File: config.mk
export PLATFORM = sky130hd
export DESIGN_NAME = dmem_arbiter
export DESIGN_NICKNAME = d
export VERILOG_FILES = /design/src/rtl/dmem_arbiter_pkg.sv /design/src/rtl/dmem_arb_rr.sv /design/src/rtl/dmem_arbiter.sv
export SDC_FILE = /design/constraint.sdc
export NUM_CORES = 1
export LEC_CHECK = 0
export CAP_MARGIN = 20
export CORE_UTILIZATION = 40
export CTS_CLUSTER_DIAMETER = 100
export CTS_CLUSTER_SIZE = 12
export DETAILED_ROUTE_END_ITERATION = 12
export GPL_TIMING_DRIVEN = 0
export MAX_ROUTING_LAYER = met4
export PLACE_DENSITY = 0.83
export SYNTH_ARGS = -nofsm -noshare
export SYNTH_HDL_FRONTEND = slang
export SYNTH_SLANG_ARGS = --single-unit
File: constraint.sdc
create_clock -name clk -period 4 [get_ports clk]
set_input_delay 0.8 -clock clk [delete_from_list [all_inputs] [get_ports clk]]
set_output_delay 0.8 -clock clk [all_outputs]
set_load 0.05 [all_outputs]
File: src/rtl/dmem_arbiter_pkg.sv
// rtl/dmem_arbiter_pkg.sv - shared widths, state enum and port indices for the data-memory arbiter
package dmem_arbiter_pkg;

  localparam int DMEM_DATA_WIDTH = 16;
  localparam int DMEM_ADDR_WIDTH = 16;
  localparam int DMEM_LOCK_MAX   = 8;

  localparam int PORT0 = 0;
  localparam int PORT1 = 1;

  typedef enum logic [1:0] {
    IDLE = 2'd0,
    OWN0 = 2'd1,
    OWN1 = 2'd2
  } arb_state_e;

  function automatic logic [31:0] sat_inc(input logic [31:0] v, input logic en);
    return (en && (v != 32'hFFFF_FFFF)) ? v + 32'd1 : v;
  endfunction

endpackage

File: src/rtl/dmem_arb_rr.sv
// rtl/dmem_arb_rr.sv - round-robin/lock grant engine: owner FSM, tie pointer and lock beat counter
module dmem_arb_rr
  import dmem_arbiter_pkg::*;
#(
  parameter int LOCK_MAX = DMEM_LOCK_MAX
) (
  input  logic       clk,
  input  logic       rst,
  input  logic [1:0] req,
  input  logic [1:0] lock,
  output logic [1:0] gnt
);

  localparam int CW = $clog2(LOCK_MAX + 1);
  localparam logic [CW-1:0] CNT_MAX = CW'(LOCK_MAX);
  localparam logic [CW-1:0] CNT_ONE = CW'(1);

  arb_state_e    state_q, state_d;
  logic          prio_q, prio_d;
  logic [CW-1:0] cnt_q, cnt_d;
  logic [CW-1:0] cnt_inc;

  always_comb begin
    gnt = 2'b00;
    case (state_q)
      OWN0:    gnt[PORT0] = req[PORT0];
      OWN1:    gnt[PORT1] = req[PORT1];
      default: gnt = (req == 2'b11) ? (prio_q ? 2'b10 : 2'b01) : req;
    endcase
    // Grants are combinational, so reset must mask them directly.
    if (!rst) gnt = 2'b00;
  end

  always_comb begin
    state_d = state_q;
    prio_d  = prio_q;
    cnt_d   = cnt_q;
    cnt_inc = (cnt_q == CNT_MAX) ? cnt_q : cnt_q + CNT_ONE;
    if (gnt[PORT0])      prio_d = 1'b1;
    else if (gnt[PORT1]) prio_d = 1'b0;
    case (state_q)
      IDLE: begin
        cnt_d = '0;
        // The entry beat is the first beat of the burst, so the count starts at one.
        if ((gnt & lock) != 2'b00) begin
          cnt_d = CNT_ONE;
          if (LOCK_MAX > 1) state_d = gnt[PORT0] ? OWN0 : OWN1;
        end
      end
      OWN0: begin
        if (gnt[PORT0]) cnt_d = cnt_inc;
        if (!gnt[PORT0] || !lock[PORT0] || (cnt_inc == CNT_MAX)) state_d = IDLE;
      end
      OWN1: begin
        if (gnt[PORT1]) cnt_d = cnt_inc;
        if (!gnt[PORT1] || !lock[PORT1] || (cnt_inc == CNT_MAX)) state_d = IDLE;
      end
      default: state_d = IDLE;
    endcase
  end

  always_ff @(posedge clk or negedge rst) begin
    if (!rst) begin
      state_q <= IDLE;
      prio_q  <= 1'b0;
      cnt_q   <= '0;
    end else begin
      state_q <= state_d;
      prio_q  <= prio_d;
      cnt_q   <= cnt_d;
    end
  end

endmodule

File: src/rtl/dmem_arbiter.sv
// rtl/dmem_arbiter.sv - two-port data-memory arbiter with lockable bursts; DMEM_ARB_PERF_EN adds grant/stall counters
module dmem_arbiter
  import dmem_arbiter_pkg::*;
#(
  parameter int DATA_WIDTH = DMEM_DATA_WIDTH,
  parameter int ADDR_WIDTH = DMEM_ADDR_WIDTH,
  parameter int LOCK_MAX   = DMEM_LOCK_MAX
) (
  input  logic                  clk,
  input  logic                  rst,
  input  logic                  req0,
  input  logic                  req1,
  input  logic                  lock0,
  input  logic                  lock1,
  input  logic                  we0,
  input  logic                  we1,
  input  logic [ADDR_WIDTH-1:0] addr0,
  input  logic [ADDR_WIDTH-1:0] addr1,
  input  logic [DATA_WIDTH-1:0] wdata0,
  input  logic [DATA_WIDTH-1:0] wdata1,
  output logic                  gnt0,
  output logic                  gnt1,
  output logic                  rvalid0,
  output logic                  rvalid1,
  output logic [DATA_WIDTH-1:0] rdata,
  output logic [ADDR_WIDTH-1:0] mem_addr,
  output logic [DATA_WIDTH-1:0] mem_wdata,
  output logic                  mem_we,
  input  logic [DATA_WIDTH-1:0] mem_rdata
`ifdef DMEM_ARB_PERF_EN
  ,
  output logic [31:0]           grant_cnt0,
  output logic [31:0]           grant_cnt1,
  output logic [31:0]           stall_cnt0,
  output logic [31:0]           stall_cnt1
`endif
);

  logic [1:0]            gnt;
  logic [ADDR_WIDTH-1:0] addr_q, addr_d;
  logic [DATA_WIDTH-1:0] wdata_q, wdata_d;
  logic                  rvalid0_q, rvalid0_d;
  logic                  rvalid1_q, rvalid1_d;

  dmem_arb_rr #(.LOCK_MAX(LOCK_MAX)) u_rr (
    .clk  (clk),
    .rst  (rst),
    .req  ({req1, req0}),
    .lock ({lock1, lock0}),
    .gnt  (gnt)
  );

  assign gnt0 = gnt[PORT0];
  assign gnt1 = gnt[PORT1];

  // Idle cycles replay the last granted address/data with write-enable low.
  always_comb begin
    addr_d    = addr_q;
    wdata_d   = wdata_q;
    mem_we    = 1'b0;
    rvalid0_d = gnt0 & ~we0;
    rvalid1_d = gnt1 & ~we1;
    if (gnt0) begin
      addr_d  = addr0;
      wdata_d = wdata0;
      mem_we  = we0;
    end else if (gnt1) begin
      addr_d  = addr1;
      wdata_d = wdata1;
      mem_we  = we1;
    end
  end

  assign mem_addr  = addr_d;
  assign mem_wdata = wdata_d;
  assign rvalid0   = rvalid0_q;
  assign rvalid1   = rvalid1_q;
  assign rdata     = (rvalid0_q | rvalid1_q) ? mem_rdata : '0;

  always_ff @(posedge clk or negedge rst) begin
    if (!rst) begin
      addr_q    <= '0;
      wdata_q   <= '0;
      rvalid0_q <= 1'b0;
      rvalid1_q <= 1'b0;
    end else begin
      addr_q    <= addr_d;
      wdata_q   <= wdata_d;
      rvalid0_q <= rvalid0_d;
      rvalid1_q <= rvalid1_d;
    end
  end

`ifdef DMEM_ARB_PERF_EN
  logic [31:0] grant_cnt0_q, grant_cnt0_d, grant_cnt1_q, grant_cnt1_d;
  logic [31:0] stall_cnt0_q, stall_cnt0_d, stall_cnt1_q, stall_cnt1_d;

  always_comb begin
    grant_cnt0_d = sat_inc(grant_cnt0_q, gnt0);
    grant_cnt1_d = sat_inc(grant_cnt1_q, gnt1);
    stall_cnt0_d = sat_inc(stall_cnt0_q, req0 & ~gnt0);
    stall_cnt1_d = sat_inc(stall_cnt1_q, req1 & ~gnt1);
  end

  always_ff @(posedge clk or negedge rst) begin
    if (!rst) begin
      grant_cnt0_q <= '0;
      grant_cnt1_q <= '0;
      stall_cnt0_q <= '0;
      stall_cnt1_q <= '0;
    end else begin
      grant_cnt0_q <= grant_cnt0_d;
      grant_cnt1_q <= grant_cnt1_d;
      stall_cnt0_q <= stall_cnt0_d;
      stall_cnt1_q <= stall_cnt1_d;
    end
  end

  assign grant_cnt0 = grant_cnt0_q;
  assign grant_cnt1 = grant_cnt1_q;
  assign stall_cnt0 = stall_cnt0_q;
  assign stall_cnt1 = stall_cnt1_q;
`endif

endmodule

### After elaboration in Yosys (flattened, before gate mapping)

Cells that the tools add are included.

| storage, ports and cells | value |
|---|---|
| flip-flop bits (word level) | 41 |
| input port bits | 88 |
| output and inout bits | 53 |

| operators by class | value |
|---|---|
| reduce and logical (&&, ||, !) cells | 14 |
| eq/ne operators | 10 |
| muxes and demuxes | 24 |
| add/sub/neg operators | 1 |
| bitwise gates (word level) | 6 |

Operator list:

| kind | number |
|---|---|
| 2-to-1 mux 16 bit | 5 |
| 2-to-1 mux 2 bit | 7 |
| 2-to-1 mux 4 bit | 3 |
| case mux 4 bit (3 select lines) | 1 |
| != test 2 x 1 -> 1 bit, second input constant | 5 |
| == test 4 bit, second input constant | 2 |
| case mux 2 bit (3 select lines) | 1 |
| AND reduction 3 bit | 2 |
| 2-to-1 mux 1 bit | 5 |
| adder 4 x 1 -> 4 bit, second input constant | 1 |
| == test 2 bit, second input constant | 2 |
| logical NOT 1 bit | 4 |
| logical OR 1 bit | 4 |
| case mux 1 bit (2 select lines) | 2 |
| nonzero test 2 bit | 2 |
| nonzero test 3 bit | 1 |
| bitwise AND 1 bit | 2 |
| bitwise AND 2 bit | 1 |
| == test 2 x 1 -> 1 bit, second input constant | 1 |
| logical NOT 2 bit | 1 |
| NOT 1 bit | 2 |
| bitwise OR 1 bit | 1 |

### Depth between registers and ports, before layout

| logic depth | value |
|---|---|
| depth in word-level cells | 9 |
| gate-level depth with buffers | 10 |

### By module

From an unflattened synthesis, not the netlist that was laid out.

| second synthesis, totals | value |
|---|---|
| cell total of the unflattened synthesis | 232 |
| area, all modules | 2,290.9 um2 |

Modules (own cells, without submodules):

| module | area an instance (um2) | cells an instance | instances | seq. area each (um2) |
|---|---|---|---|---|
| dmem_arbiter | 1,695.4 | 164 | 1 | 850.8 |
| dmem_arb_rr | 595.6 | 68 | 1 | 175.2 |

### Worst setup path before layout

No wires, ideal clock.

| timing | value |
|---|---|
| path type | input to output |
| from | in req0 |
| to | out mem_wdata[10] |
| arrival | 2.941 ns |
| data required time | 3.200 ns |
| cell stages on the path | 6 |
| buffers on the path | 1 |
| setup slack | 0.259 ns |
| path through | nor3b_1 -> or3_4 -> inv_2 -> buf_4 -> mux2i_1 -> o21ai_0 |

| on the way | value |
|---|---|
| word-level cells in the longest chain between the ends | 6 |
| elaborated cells on any way between the ends | 7 |
| those cells by class | eq/ne (1); mux (6) |

Ends and longest elaborated chain:

| item | line | text |
|---|---|---|
| from (decl) | dmem_arbiter.sv:11 | `input logic req0,` |
| == test 2 bit | dmem_arb_rr.sv:28 | `default: gnt = (req == 2'b11) ? (prio_q ? 2'b10 : 2'b01) : req;` |
| 2-to-1 mux 2 bit | dmem_arb_rr.sv:28 |  |
| case mux 1 bit (2 select lines) | dmem_arb_rr.sv:25 | `case (state_q)` |
| 2-to-1 mux 2 bit | dmem_arb_rr.sv:31 | `if (!rst) gnt = 2'b00;` |
| named net gnt1 | dmem_arbiter.sv:22 | `output logic gnt1,` |
| 2-to-1 mux 16 bit | dmem_arbiter.sv:67 | `end else if (gnt1) begin` |
| 2-to-1 mux 16 bit | dmem_arbiter.sv:63 | `if (gnt0) begin` |
| to (decl) | dmem_arbiter.sv:27 | `output logic [DATA_WIDTH-1:0] mem_wdata,` |

The timed path passes the listed nets, and every way through them passes these cells.

### Worst setup path in the final report

| timing | value |
|---|---|
| from | in req1 |
| to | out mem_wdata[1] |

| on the way | value |
|---|---|
| word-level cells in the longest chain between the ends | 6 |
| elaborated cells on any way between the ends | 7 |
| those cells by class | eq/ne (1); mux (6) |

Ends and longest elaborated chain:

| item | line | text |
|---|---|---|
| from (decl) | dmem_arbiter.sv:12 | `input logic req1,` |
| == test 2 bit | dmem_arb_rr.sv:28 |  |
| 2-to-1 mux 2 bit | dmem_arb_rr.sv:28 |  |
| case mux 1 bit (2 select lines) | dmem_arb_rr.sv:25 |  |
| 2-to-1 mux 2 bit * | dmem_arb_rr.sv:31 |  |
| 2-to-1 mux 16 bit | dmem_arbiter.sv:67 |  |
| 2-to-1 mux 16 bit * | dmem_arbiter.sv:63 |  |

Mark *: on every way between the ends. The rest lies on a longest branch, timed or not.

==> reports/qor.csv <==
stage,metric,value,unit
status,status,completed,
cells_and_area,syn_to_final_growth,65.5,%
sta,fmax,265,MHz
global_routing,gr-usage-all-layers,0.239,
critical_path,crit_path_top_delay_cell,clkdlybuf4s50_1,
sta,min_period_over_period,0.944,
die,die_y,76.9,µm
critical_path,cp_cell_sequence,"clkdlybuf4s50_1, nand2_1, or3_4, inv_2, buf_4, mux2i_1, o21ai_0, clkbuf_2",
routing,vias,2214,
power_and_ir_drop,ir_worst_vdd,0.000593,V
clocking,clockBufferDepth,2,
global_routing,grt_pass1_wl,10700,µm
routing,drcViolationCount,0,
synth,synthDistinctLibCells,38,
cells_and_area,regArea,0.00103,mm²
synth,syn_inst,233,
critical_path,cp_max_fo,10,
clocking,clk_latency,290,ps
power_and_ir_drop,leakagePower,1.59,nW
cells_and_area,drive_above_1_share,0.147,
power_and_ir_drop,total_power,2.86,mW
sta,relSlewSlack,0.634,
critical_path,r2r_cells,9,
critical_path,worstPathArrival,2970,ps
die,row_count,26,
die,dieArea,0.00592,mm²
critical_path,startpoint,req1,
synth,synthFlopType,dfrtp_1,
sta,hold_viol,0,
global_routing,antenna_found_initial,0,
die,ioPinCount,141,
clocking,cts_setup_buffers,0,
placed_design,port_buffers,140,
sta,tightestPinTransition,548,ps
critical_path,worstReg2RegStart,u_rr.state_q[0]$_DFFE_PN0P_,
placed_design,place_congestion,0.808,
critical_path,slowest_delay,490,ps
sta,slew_viol_final,0,
synth,syn_area,0.00225,mm²
critical_path,setup.worst_path.class,in -> out,
critical_path,worstReg2RegEnd,wdata_q[10]$_DFF_PN0_,
synth,synth-edff-count,0,
synth,synth.ff_latch_count,41,
routing,first_pass_iters,4,
sta,fin_skew,6.55,ps
routing,wirelength,6980,µm
critical_path,crit_path_end_kind,output pin,
sta,setup_tns,0,ps
synth,async_reset_ff_frac,1.00,
global_routing,grt_pass1_vias,2097,
clocking,clk_pin_slew,80,ps
global_routing,globalRouteOverflowTotal,0,
clocking,cts_sinks,41,
clocking,ctsResizeCount,33,
cells_and_area,nets,475,
synth,syn-num-nets,327,
cells_and_area,multi_input_area,0.00112,mm²
hold_path,hold_path_class,in -> async,
sta,finalSetupViolCount,0,
global_routing,grt_start_max_net_pins,25,
critical_path,ff2ff_setup_slack,1580,ps
synth,yosysWarnings,0,
synth,avgSynthCellArea,9.64,µm²
routing,first_iter_violations,51,
routing,postRouteAntennaNets,0,
critical_path,cp-start-kind,input pin,
clocking,cts-root-buf,clkbuf_8,
cells_and_area,fillers,437,
clocking,cts_tree,yes,
die,core-area,0.00527,mm²
placed_design,dp_cells,444,
routing,vias_per_cell,4.90,
cells_and_area,stdcell_count,452,
cells_and_area,antenna_cells,0,
placed_design,dp_hpwl,5460,µm
synth,seq_area_frac_synth,0.457,
clocking,cts_hold_buf,0,
clocking,htreeDepth,2,
clocking,numCtsBuffers,5,
sta,rsz0062_at_grt,false,
power_and_ir_drop,powerDensity,770,mW/mm²
die,start_util,0.426,
routing,wire_per_inst,15.4,µm
critical_path,worstPathRequired,3200,ps
job,cap_violations,0,
die,fp.dieW,76.9,µm
sta,fin_crit,3770,ps
==> cells in the mapped netlist, types with 2 or more instances <==
cell | instances | area [µm²]
nand3_1 | 6 | 30.0
ha_1 | 6 | 75.1
buf_2 | 2 | 10.0
nor2_1 | 4 | 15.0
nand2_1 | 46 | 173
dfrtp_1 | 41 | 1030
clkbuf_1 | 6 | 22.5
nand3b_1 | 2 | 15.0
o21ai_0 | 34 | 170
o221ai_1 | 2 | 17.5
buf_4 | 4 | 30.0
and3_1 | 2 | 12.5
inv_1 | 6 | 22.5
mux2i_1 | 32 | 320
nor2b_1 | 16 | 100
a211oi_1 | 2 | 15.0
==> worst max-delay path: cells and delay by family <==
family | cells | cell delay [ps]
compound gates | 1 | 260
mux | 1 | 100
simple gates | 2 | 540
buf+inv | 4 | 1270
==> per-layer routing <==
layer	part of all wire	up-vias	global-route usage
li1	-	1103	-
met1	0.43	1013	0.286
met2	0.49	92	0.405
met3	0.063	6	0.0500
met4	0.014	0	0.0654
met5	0	-	-
==> final cells by class <==
cell class / instances / share of cell area
Timing Repair Buffer: 141 / 0.339
Multi-Input combinational cell: 172 / 0.301
Sequential cell: 41 / 0.276
Tap cell: 70 / 0.0236
Clock buffer: 6 / 0.0222
Buffer: 13 / 0.0205
Clock inverter: 2 / 0.0101
Inverter: 7 / 0.00707
==> flip-flops by register name (all words and copies together) (netlist names) <==
name and flops:
addr_q 16, u_rr.prio_q 1, rvalid1 1, u_rr.state_q 2, wdata_q 16, rvalid0 1
u_rr.cnt_q 4
==> worst max path at each step <==
stage                          endpoint  slack (ps)  depth (start not counted)
final                      mem_wdata[1]         230                          8
after global routing       mem_addr[15]          20                         11
after CTS                  mem_wdata[2]         0.2                          9
after detailed placement   mem_wdata[1]        -290                          8
after global placement     mem_wdata[1]       -1900                          8
after floorplan           mem_wdata[10]         260                          6
==> metrics by stage <==
step | instance area [µm²] | hold slack (ps) | util | setup slack, ps
floorplan | 2250 | 485 | - | 259
global placement | 3730 | 508 | 0.709 | -1900
detailed placement | 3750 | 534 | 0.712 | -291
CTS | 3830 | 461 | 0.726 | 0.159
global route | 3720 | 475 | 0.705 | 21.8
finish | 3720 | 446 | 0.705 | 226
==> cells by family (layout without fill, tap and decap cells) <==
kind of cell / Yosys count / in the layout / synth area share
adders and majority gates: 6 / 6 / 0.0334
buffers and inverters: 20 / 169 / 0.0446
and+or+nand+nor: 89 / 89 / 0.207
muxes: 32 / 32 / 0.143
xor gates and xnor gates: 1 / 1 / 0.00390
AOI/OAI and AO/OA: 44 / 44 / 0.112
DFF: 41 / 41 / 0.457
==> where the power goes <==
| part | switching [mW] | internal [mW] |
|---|---|---|
| clock | 0.148 | 0.203 |
| combinational | 1.33 | 0.513 |
| sequential | 0.0707 | 0.599 |
==> placed cells by master, fill, tap and decap left out, drive strengths merged, types with 2 or more instances in the layout <==
cell,count
o21ai,34
o221ai,2
buf,9
nor2b,17
or3,2
clkdlybuf4s50,104
nand3,7
nor4b,2
ha,6
nor2,4
a211oi,2
inv,7
dfrtp,41
dlymetal6s2s,2
nand2,46
mux2i,32
clkbuf,44
and3,2
nand3b,2
Note: power is estimated with default switching activity, not from simulation.
